<file path="src/rtl/macc_pkg.sv">
// macc_pkg: width helpers, default lane typedefs and rounding shift for the multiply-accumulate pipeline
package macc_pkg;
    function automatic int prod_w(input int iw, input int qw);
        return 2 * (iw + qw);
    endfunction
    function automatic int acc_w(input int iw, input int qw, input int guard);
        return 2 * (iw + qw) + guard + 1;
    endfunction
    function automatic int out_w(input int oiw, input int oqw);
        return oiw + oqw;
    endfunction
    function automatic int rnd_shift(input int qw, input int oqw);
        return 2 * qw - oqw;
    endfunction
    localparam int IW_DEF = 8;
    localparam int QW_DEF = 8;
    localparam int OUT_IW_DEF = 12;
    localparam int OUT_QW_DEF = 8;
    localparam int GUARD_DEF = 4;
    localparam int RND_SHIFT = rnd_shift(QW_DEF, OUT_QW_DEF);
    typedef logic signed [IW_DEF+QW_DEF-1:0] lane_t;
    typedef logic signed [prod_w(IW_DEF, QW_DEF)-1:0] prod_t;
    typedef logic signed [acc_w(IW_DEF, QW_DEF, GUARD_DEF)-1:0] acc_t;
    typedef logic [out_w(OUT_IW_DEF, OUT_QW_DEF)-1:0] out_t;
endpackage

</file>
<file path="src/rtl/macc_resize.sv">
// macc_resize: round half-up and narrow one lane; MACC_SATURATE_EN clamps on overflow, otherwise wraps
module macc_resize #(
    parameter int IN_W = 37,
    parameter int SH = 8,
    parameter int OUT_W = 20
) (
    input  logic signed [IN_W-1:0] s_in,
    output logic [OUT_W-1:0]       y_out,
    output logic                   ovf_out
);
    localparam int RW = IN_W + 1;
    localparam logic signed [RW-1:0] HALF = (SH > 0) ? (RW'(1) << ((SH > 0) ? SH - 1 : 0)) : '0;
    logic signed [RW-1:0] r;
    logic [RW-OUT_W:0] top;
    assign r = ($signed({s_in[IN_W-1], s_in}) + HALF) >>> SH;
    assign top = r[RW-1:OUT_W-1];
    assign ovf_out = !(&top || !(|top));
`ifdef MACC_SATURATE_EN
    assign y_out = ovf_out ? {r[RW-1], {(OUT_W-1){!r[RW-1]}}} : r[OUT_W-1:0];
`else
    assign y_out = r[OUT_W-1:0];
`endif
endmodule

</file>
<file path="src/rtl/macc1d_vec_pipe.sv">
// macc1d_vec_pipe: 3-stage multi-lane y = m*x + b with frame accumulate mode; overflow handling set by MACC_SATURATE_EN
module macc1d_vec_pipe
    import macc_pkg::*;
#(
    parameter int CHANNELS = 4,
    parameter int IW = 8,
    parameter int QW = 8,
    parameter int OUT_IW = 12,
    parameter int OUT_QW = 8,
    parameter int GUARD = 4
) (
    input  logic                                clk_in,
    input  logic                                rst_n_in,
    input  logic [CHANNELS*(IW+QW)-1:0]         m_in,
    input  logic [CHANNELS*(IW+QW)-1:0]         x_in,
    input  logic [CHANNELS*(IW+QW)-1:0]         b_in,
    input  logic                                acc_mode_in,
    input  logic                                last_in,
    input  logic                                valid_in,
    output logic                                ready_out,
    output logic [CHANNELS*(OUT_IW+OUT_QW)-1:0] y_out,
    output logic [CHANNELS-1:0]                 ovf_out,
    output logic                                valid_out,
    input  logic                                ready_in
);
    localparam int DW = IW + QW;
    localparam int PW = prod_w(IW, QW);
    localparam int AW = acc_w(IW, QW, GUARD);
    localparam int OW = out_w(OUT_IW, OUT_QW);
    localparam int SH = rnd_shift(QW, OUT_QW);
    logic en, mode_eff, in_frame;
    logic s1_valid, s1_mode, s1_cont, s1_last, s2_valid;
    logic signed [PW-1:0] prod [CHANNELS];
    logic signed [PW-1:0] s1_p [CHANNELS];
    logic signed [DW-1:0] s1_b [CHANNELS];
    logic signed [AW-1:0] sum [CHANNELS];
    logic signed [AW-1:0] acc [CHANNELS];
    logic signed [AW-1:0] s2_sum [CHANNELS];
    logic [OW-1:0] res_y [CHANNELS];
    logic [CHANNELS-1:0] res_ovf;
    assign en = !valid_out || ready_in;
    assign ready_out = en;
    assign mode_eff = in_frame || acc_mode_in;
    for (genvar i = 0; i < CHANNELS; i++) begin : g_lane
        logic signed [PW-1:0] m_l, x_l;
        assign m_l = PW'($signed(m_in[i*DW +: DW]));
        assign x_l = PW'($signed(x_in[i*DW +: DW]));
        assign prod[i] = m_l * x_l;
        assign sum[i] = AW'(s1_p[i]) + (s1_cont ? acc[i] : (AW'(s1_b[i]) <<< QW));
        macc_resize #(.IN_W(AW), .SH(SH), .OUT_W(OW)) u_resize (
            .s_in(s2_sum[i]),
            .y_out(res_y[i]),
            .ovf_out(res_ovf[i])
        );
    end
    // S1: register products and addends; in_frame marks an open accumulate frame
    always_ff @(posedge clk_in or negedge rst_n_in) begin
        if (!rst_n_in) begin
            s1_valid <= 1'b0;
            s1_mode <= 1'b0;
            s1_cont <= 1'b0;
            s1_last <= 1'b0;
            in_frame <= 1'b0;
            for (int i = 0; i < CHANNELS; i++) begin
                s1_p[i] <= '0;
                s1_b[i] <= '0;
            end
        end else if (en) begin
            s1_valid <= valid_in;
            s1_mode <= mode_eff;
            s1_cont <= in_frame;
            s1_last <= last_in;
            if (valid_in && mode_eff) in_frame <= !last_in;
            for (int i = 0; i < CHANNELS; i++) begin
                s1_p[i] <= prod[i];
                s1_b[i] <= b_in[i*DW +: DW];
            end
        end
    end
    // S2: add bias or running sum; only mode-0 beats and frame-closing beats continue as valid
    always_ff @(posedge clk_in or negedge rst_n_in) begin
        if (!rst_n_in) begin
            s2_valid <= 1'b0;
            for (int i = 0; i < CHANNELS; i++) begin
                s2_sum[i] <= '0;
                acc[i] <= '0;
            end
        end else if (en) begin
            s2_valid <= s1_valid && (!s1_mode || s1_last);
            for (int i = 0; i < CHANNELS; i++) begin
                s2_sum[i] <= sum[i];
                if (s1_valid && s1_mode) acc[i] <= sum[i];
            end
        end
    end
    // S3: register rounded, narrowed lanes; held while the consumer stalls
    always_ff @(posedge clk_in or negedge rst_n_in) begin
        if (!rst_n_in) begin
            valid_out <= 1'b0;
            y_out <= '0;
            ovf_out <= '0;
        end else if (en) begin
            valid_out <= s2_valid;
            ovf_out <= res_ovf;
            for (int i = 0; i < CHANNELS; i++) y_out[i*OW +: OW] <= res_y[i];
        end
    end
endmodule

</file>
<file path="config.mk">
export PLATFORM = sky130hd
export DESIGN_NAME = macc1d_vec_pipe
export DESIGN_NICKNAME = d
export VERILOG_FILES = /design/src/rtl/macc_pkg.sv /design/src/rtl/macc_resize.sv /design/src/rtl/macc1d_vec_pipe.sv
export SDC_FILE = /design/constraint.sdc
export NUM_CORES = 2
export LEC_CHECK = 0
export CAP_MARGIN = 30
export CORE_ASPECT_RATIO = 2
export CORE_MARGIN = 8
export CORE_UTILIZATION = 30
export CTS_CLUSTER_DIAMETER = 150
export DETAILED_ROUTE_END_ITERATION = 8
export MAX_ROUTING_LAYER = met4
export PLACE_DENSITY = 0.44
export SYNTH_ARGS = -nofsm -noshare
export SYNTH_HDL_FRONTEND = slang
export SYNTH_SLANG_ARGS = --single-unit
</file>
<file path="constraint.sdc">
create_clock -name clk_in -period 4.2 [get_ports clk_in]
set_input_delay 0.42 -clock clk_in [delete_from_list [all_inputs] [get_ports clk_in]]
set_output_delay 0.42 -clock clk_in [all_outputs]
set_load 0.02 [all_outputs]
</file>
==> metrics.log <==
INFO  metric dpl.cell_count = ~12000
INFO  metric postSynth.topFlopCell = sky130_fd_sc_hd__dfrtp_1
INFO  metric final_cell_area = 91700 sq um
INFO  metric timing.max_slew.rel_slack = 0.406
INFO  metric synth_top_cell_by_area = sky130_fd_sc_hd__fa_1
INFO  metric cap_violations = 0
INFO  metric clock_path_buffers = 3
INFO  metric drt_wl_total = around 230000 um
INFO  metric fraction_of_layout_instances_using_a_drive_strength_above_1 = 0.254
INFO  metric wire_length_per_cell_after_detailed_routing = about 19 um
INFO  metric grt_antenna_before_repair = 10
INFO  metric die_x = about 360 um
INFO  metric gp_congestion = slightly below 0.9
INFO  metric worst_hold_startpoint = b_in[46]
INFO  metric die_area = approximately 250000 sq um
INFO  metric worstHoldPathCells = 3
INFO  metric worst_r2r_endpoint = s2_sum[146]
INFO  metric std_cell_rows = 250
INFO  metric place_hpwl = 193000 um
INFO  metric syn-num-nets = around 9600
INFO  metric finalSetupViolCount = 90
INFO  metric synthCells = 7897
INFO  metric synth.most_common_cell = sky130_fd_sc_hd__nand2_1
INFO  metric transition_at_the_pin_with_the_smallest_max_transition_slack = approximately 0.89 ns
INFO  metric status = complete, but fails checks
INFO  metric period_minus_slack = between 5 and 6 ns
INFO  metric worst_setup_start_kind = input port
INFO  metric ys_async_sr_fraction = 1.00
INFO  metric layoutNonFillerInstCount = 12172
INFO  metric final_critical_path_share_of_the_clock_period = 1.34
INFO  metric timing.setup.tns = -82.78 ns
INFO  metric clkTransAtPathRegs = 0.07 ns
INFO  metric reg2reg_slack = approximately 0.13 ns
INFO  metric timing.critical_path.cells = buf_4 > nand2_8 > inv_2 > fa_2 > buf_12 > fa_2 > buf_6 > buf_4 > fa_1 > fa_1 > fa_1 > fa_1 > ha_4 > and4_4 > a221oi_2 > nor2b_1 > or3_1 > o221a_4 > buf_6 > o31ai_4 > xor2_1 > o21ai_1
INFO  metric numClockSinks = around 550
INFO  metric synth_enable_flop_cells = 0
INFO  metric clock_latency = 0.67 ns
INFO  metric detailedRoute.firstPassIterationCount = 5
INFO  metric syn-mean-instance-area = approximately 9 sq um
INFO  metric tritoncts = done
INFO  metric layout_skew = 0.0389 ns
INFO  metric die_height = roughly 700 um
INFO  metric worstSetupEndpointType = register
INFO  metric antenna_violating_nets_post_route = 0
INFO  metric crit_path_frequent_cell = sky130_fd_sc_hd__fa_1
INFO  metric synthesis.area = roughly 70000 sq um
INFO  metric grt_pass1_vias = ~64000
INFO  metric cts_root_buffer = sky130_fd_sc_hd__clkbuf_16
INFO  metric final_nets = 10826
INFO  metric netlist-cell-type-count = approximately 80
INFO  metric failed_checks = setup timing
INFO  metric synth_common_cells = 1658 x sky130_fd_sc_hd__nand2_1, 1215 x sky130_fd_sc_hd__inv_1, 1052 x sky130_fd_sc_hd__fa_1, 551 x sky130_fd_sc_hd__dfrtp_1, 529 x sky130_fd_sc_hd__and2_1
INFO  metric port_buffers = roughly 280
INFO  metric synth.area.top_cells = sky130_fd_sc_hd__fa_1 30%, sky130_fd_sc_hd__dfrtp_1 20%, sky130_fd_sc_hd__nand2_1 8.9%
INFO  metric grt.total_usage = 0.191
INFO  metric io_pins = approximately 280
INFO  metric critical_path_max_stage_delay = ~0.62 ns
INFO  metric initial_utilization = 0.302
INFO  metric yosysWarnings = 0
INFO  metric worstPathRequired = 4.71 ns
INFO  metric postPlaceCellArea = between 80000 and 90000 sq um
INFO  metric remaining_drc_errors = 0
INFO  metric synth_sequential_area_ratio = 0.197
INFO  metric maximum_number_of_pins_on_one_net_before_global_route_repair = 117
INFO  metric fin_worst_setup_slack = -1.43 ns
INFO  metric whs_endpoint = s1_b[30]
INFO  metric hold_viol_final = 0
INFO  metric numCtsBuffers = 58
INFO  metric worst-endpoint-arrival = between 6 and 7 ns
INFO  metric hold_path.class = input port to register
INFO  metric max_clock_freq = around 180 MHz
INFO  metric avgViaCountPerCell = ~4.7
INFO  metric timing_max_transition_violations_final = 0
INFO  metric worst_r2r_startpoint = s1_cont
INFO  metric rsz0062_at_grt = true
INFO  metric ys_ff_latch = between 500 and 600
INFO  metric worstPathMaxFanout = 5
INFO  metric cts_max_level = 2
INFO  metric critical_path.slowest_cell = sky130_fd_sc_hd__fa_2
INFO  metric timing.setup.critical_path_class = input port to register
INFO  metric initialDrtViolationCount = roughly 2000
INFO  metric floorplan.core_area = around 230000 sq um
INFO  metric grt_overflow_total = 0
INFO  metric wire_length_of_the_first_global_routing_pass = approximately 360000 um
INFO  metric vias = about 57000
INFO  metric nFillCells = between 20000 and 25000
INFO  metric ff2ff_path_depth = 17
INFO  metric synth_top_area_frac = 0.302
INFO  metric area.growth.synth_to_final = 31.3%
==> timing repair <==
| action | 4_1_cts | 5_1_grt |
|---|---|---|
| hold endpoints to repair | 68 | 0 |
| gates cloned | 13 | 0 |
| pin swaps | 518 | 443 |
| endpoints found under the setup margin | 104 | 112 |
| hold buffers | 1 | 0 |
| resized for setup | 1163 | 492 |
| buffers inserted | 257 | 77 |
==> critical path: cells and delay by family <==
| kind | cells | cell delay (ns) |
|---|---|---|
| AOI/OAI and AO/OA | 4 | 0.78 |
| xor gates and xnor gates | 1 | 0.16 |
| buffers and inverters | 6 | 0.71 |
| adders and majority gates | 7 | 3.40 |
| and+or+nand+nor | 4 | 0.66 |
==> cell families after synthesis <==
logic type	synth area share
flops	0.197
xor+xnor	0.0453
simple gates	0.182
buf+inv	0.0814
mux	0.0165
compound gates	0.0900
fa+ha+maj	0.387
==> layout by cell type, fill, tap and decap left out, types with 28 or more instances in the layout <==
| cell type | Yosys | routed |
|---|---|---|
| sky130_fd_sc_hd__buf_12 | 0 | 79 |
| sky130_fd_sc_hd__a21oi_2 | 1 | 58 |
| sky130_fd_sc_hd__a21oi_1 | 260 | 187 |
| sky130_fd_sc_hd__o21a_1 | 34 | 33 |
| sky130_fd_sc_hd__inv_2 | 0 | 128 |
| sky130_fd_sc_hd__inv_1 | 1215 | 1078 |
| sky130_fd_sc_hd__nand3_1 | 100 | 92 |
| sky130_fd_sc_hd__buf_8 | 0 | 42 |
| sky130_fd_sc_hd__o21bai_1 | 31 | 28 |
| sky130_fd_sc_hd__nand2_2 | 0 | 69 |
| sky130_fd_sc_hd__clkbuf_16 | 0 | 59 |
| sky130_fd_sc_hd__o21ai_0 | 339 | 265 |
| sky130_fd_sc_hd__o21ai_1 | 1 | 50 |
| sky130_fd_sc_hd__nor3_1 | 59 | 56 |
| sky130_fd_sc_hd__ha_4 | 0 | 66 |
| sky130_fd_sc_hd__a31oi_1 | 38 | 30 |
| sky130_fd_sc_hd__fa_2 | 0 | 125 |
| sky130_fd_sc_hd__nor2_1 | 265 | 239 |
| sky130_fd_sc_hd__and2_1 | 529 | 394 |
| sky130_fd_sc_hd__xnor2_1 | 201 | 176 |
| sky130_fd_sc_hd__ha_1 | 476 | 396 |
| sky130_fd_sc_hd__xor2_1 | 160 | 151 |
| sky130_fd_sc_hd__dfrtp_1 | 551 | 550 |
| sky130_fd_sc_hd__buf_6 | 0 | 248 |
| sky130_fd_sc_hd__buf_2 | 0 | 29 |
| sky130_fd_sc_hd__nand2_1 | 1658 | 1560 |
| sky130_fd_sc_hd__mux2_2 | 98 | 98 |
| sky130_fd_sc_hd__clkdlybuf4s50_1 | 0 | 158 |
| sky130_fd_sc_hd__nand2b_1 | 55 | 49 |
| sky130_fd_sc_hd__nand4_1 | 33 | 33 |
| sky130_fd_sc_hd__and2_4 | 0 | 135 |
| sky130_fd_sc_hd__a21o_1 | 119 | 119 |
| sky130_fd_sc_hd__buf_4 | 1 | 848 |
| sky130_fd_sc_hd__fa_1 | 1052 | 927 |
==> layer usage <==
| layer | part of all wire | up-vias | GRT usage |
|---|---|---|---|
| met3 | 0.019 | 397 | 0.0107 |
| met5 | 0 | - | - |
| li1 | - | 27058 | - |
| met4 | 0.054 | 0 | 0.0821 |
| met2 | 0.57 | 892 | 0.377 |
| met1 | 0.36 | 28604 | 0.191 |
==> state kept, by name (all words and copies together), names as in the netlist <==
| register | count |
|---|---|
| s1_mode | 1 |
| s1_valid | 1 |
| s2_valid | 1 |
| s1_b | 64 |
| s1_p | 128 |
| acc | 148 |
| s1_cont | 1 |
| in_frame | 1 |
| s1_last | 1 |
| ovf_out | 4 |
| s2_sum | 120 |
| valid_out | 1 |
| y_out | 80 |
==> layout make-up <==
class | count | area [sq um] | share of cell area
multi-input cells | 5833 | 54000 | 0.589
flip-flops and latches | 551 | 13800 | 0.150
repair buffers | 1441 | 13600 | 0.148
inverters | 1215 | 4600 | 0.0502
well taps | 3024 | 3780 | 0.0413
clock buffers | 80 | 1650 | 0.0179
clock inverters | 26 | 317 | 0.00345
diodes | 2 | 5.00 | 0.0000546
==> worst max path at each step <==
stage,to,depth (start not counted),startpoint,slack (ns)
after floorplan,s1_p[127],22,x_in[2],-1.75
after global placement,s1_p[127],23,x_in[11],-2.78
after detailed placement,s1_p[124],23,x_in[11],-2.77
after CTS,s1_p[120],23,x_in[10],-1.57
after global routing,s1_p[125],26,m_in[9],-1.57
final,s1_p[125],22,x_in[2],-1.43
==> metrics by stage <==
stage	hold slack, ns	setup WS [ns]	utilization
final	0.284	-1.43	0.396
after global routing	0.263	-1.57	0.396
after CTS	0.230	-1.57	0.391
after detailed placement	0.455	-2.77	0.363
after global placement	0.445	-2.78	0.363
after floorplan	0.124	-1.75	-
Power is not shown: default switching activity piles up to over one toggle a cycle in this logic, so the estimate is an artifact.
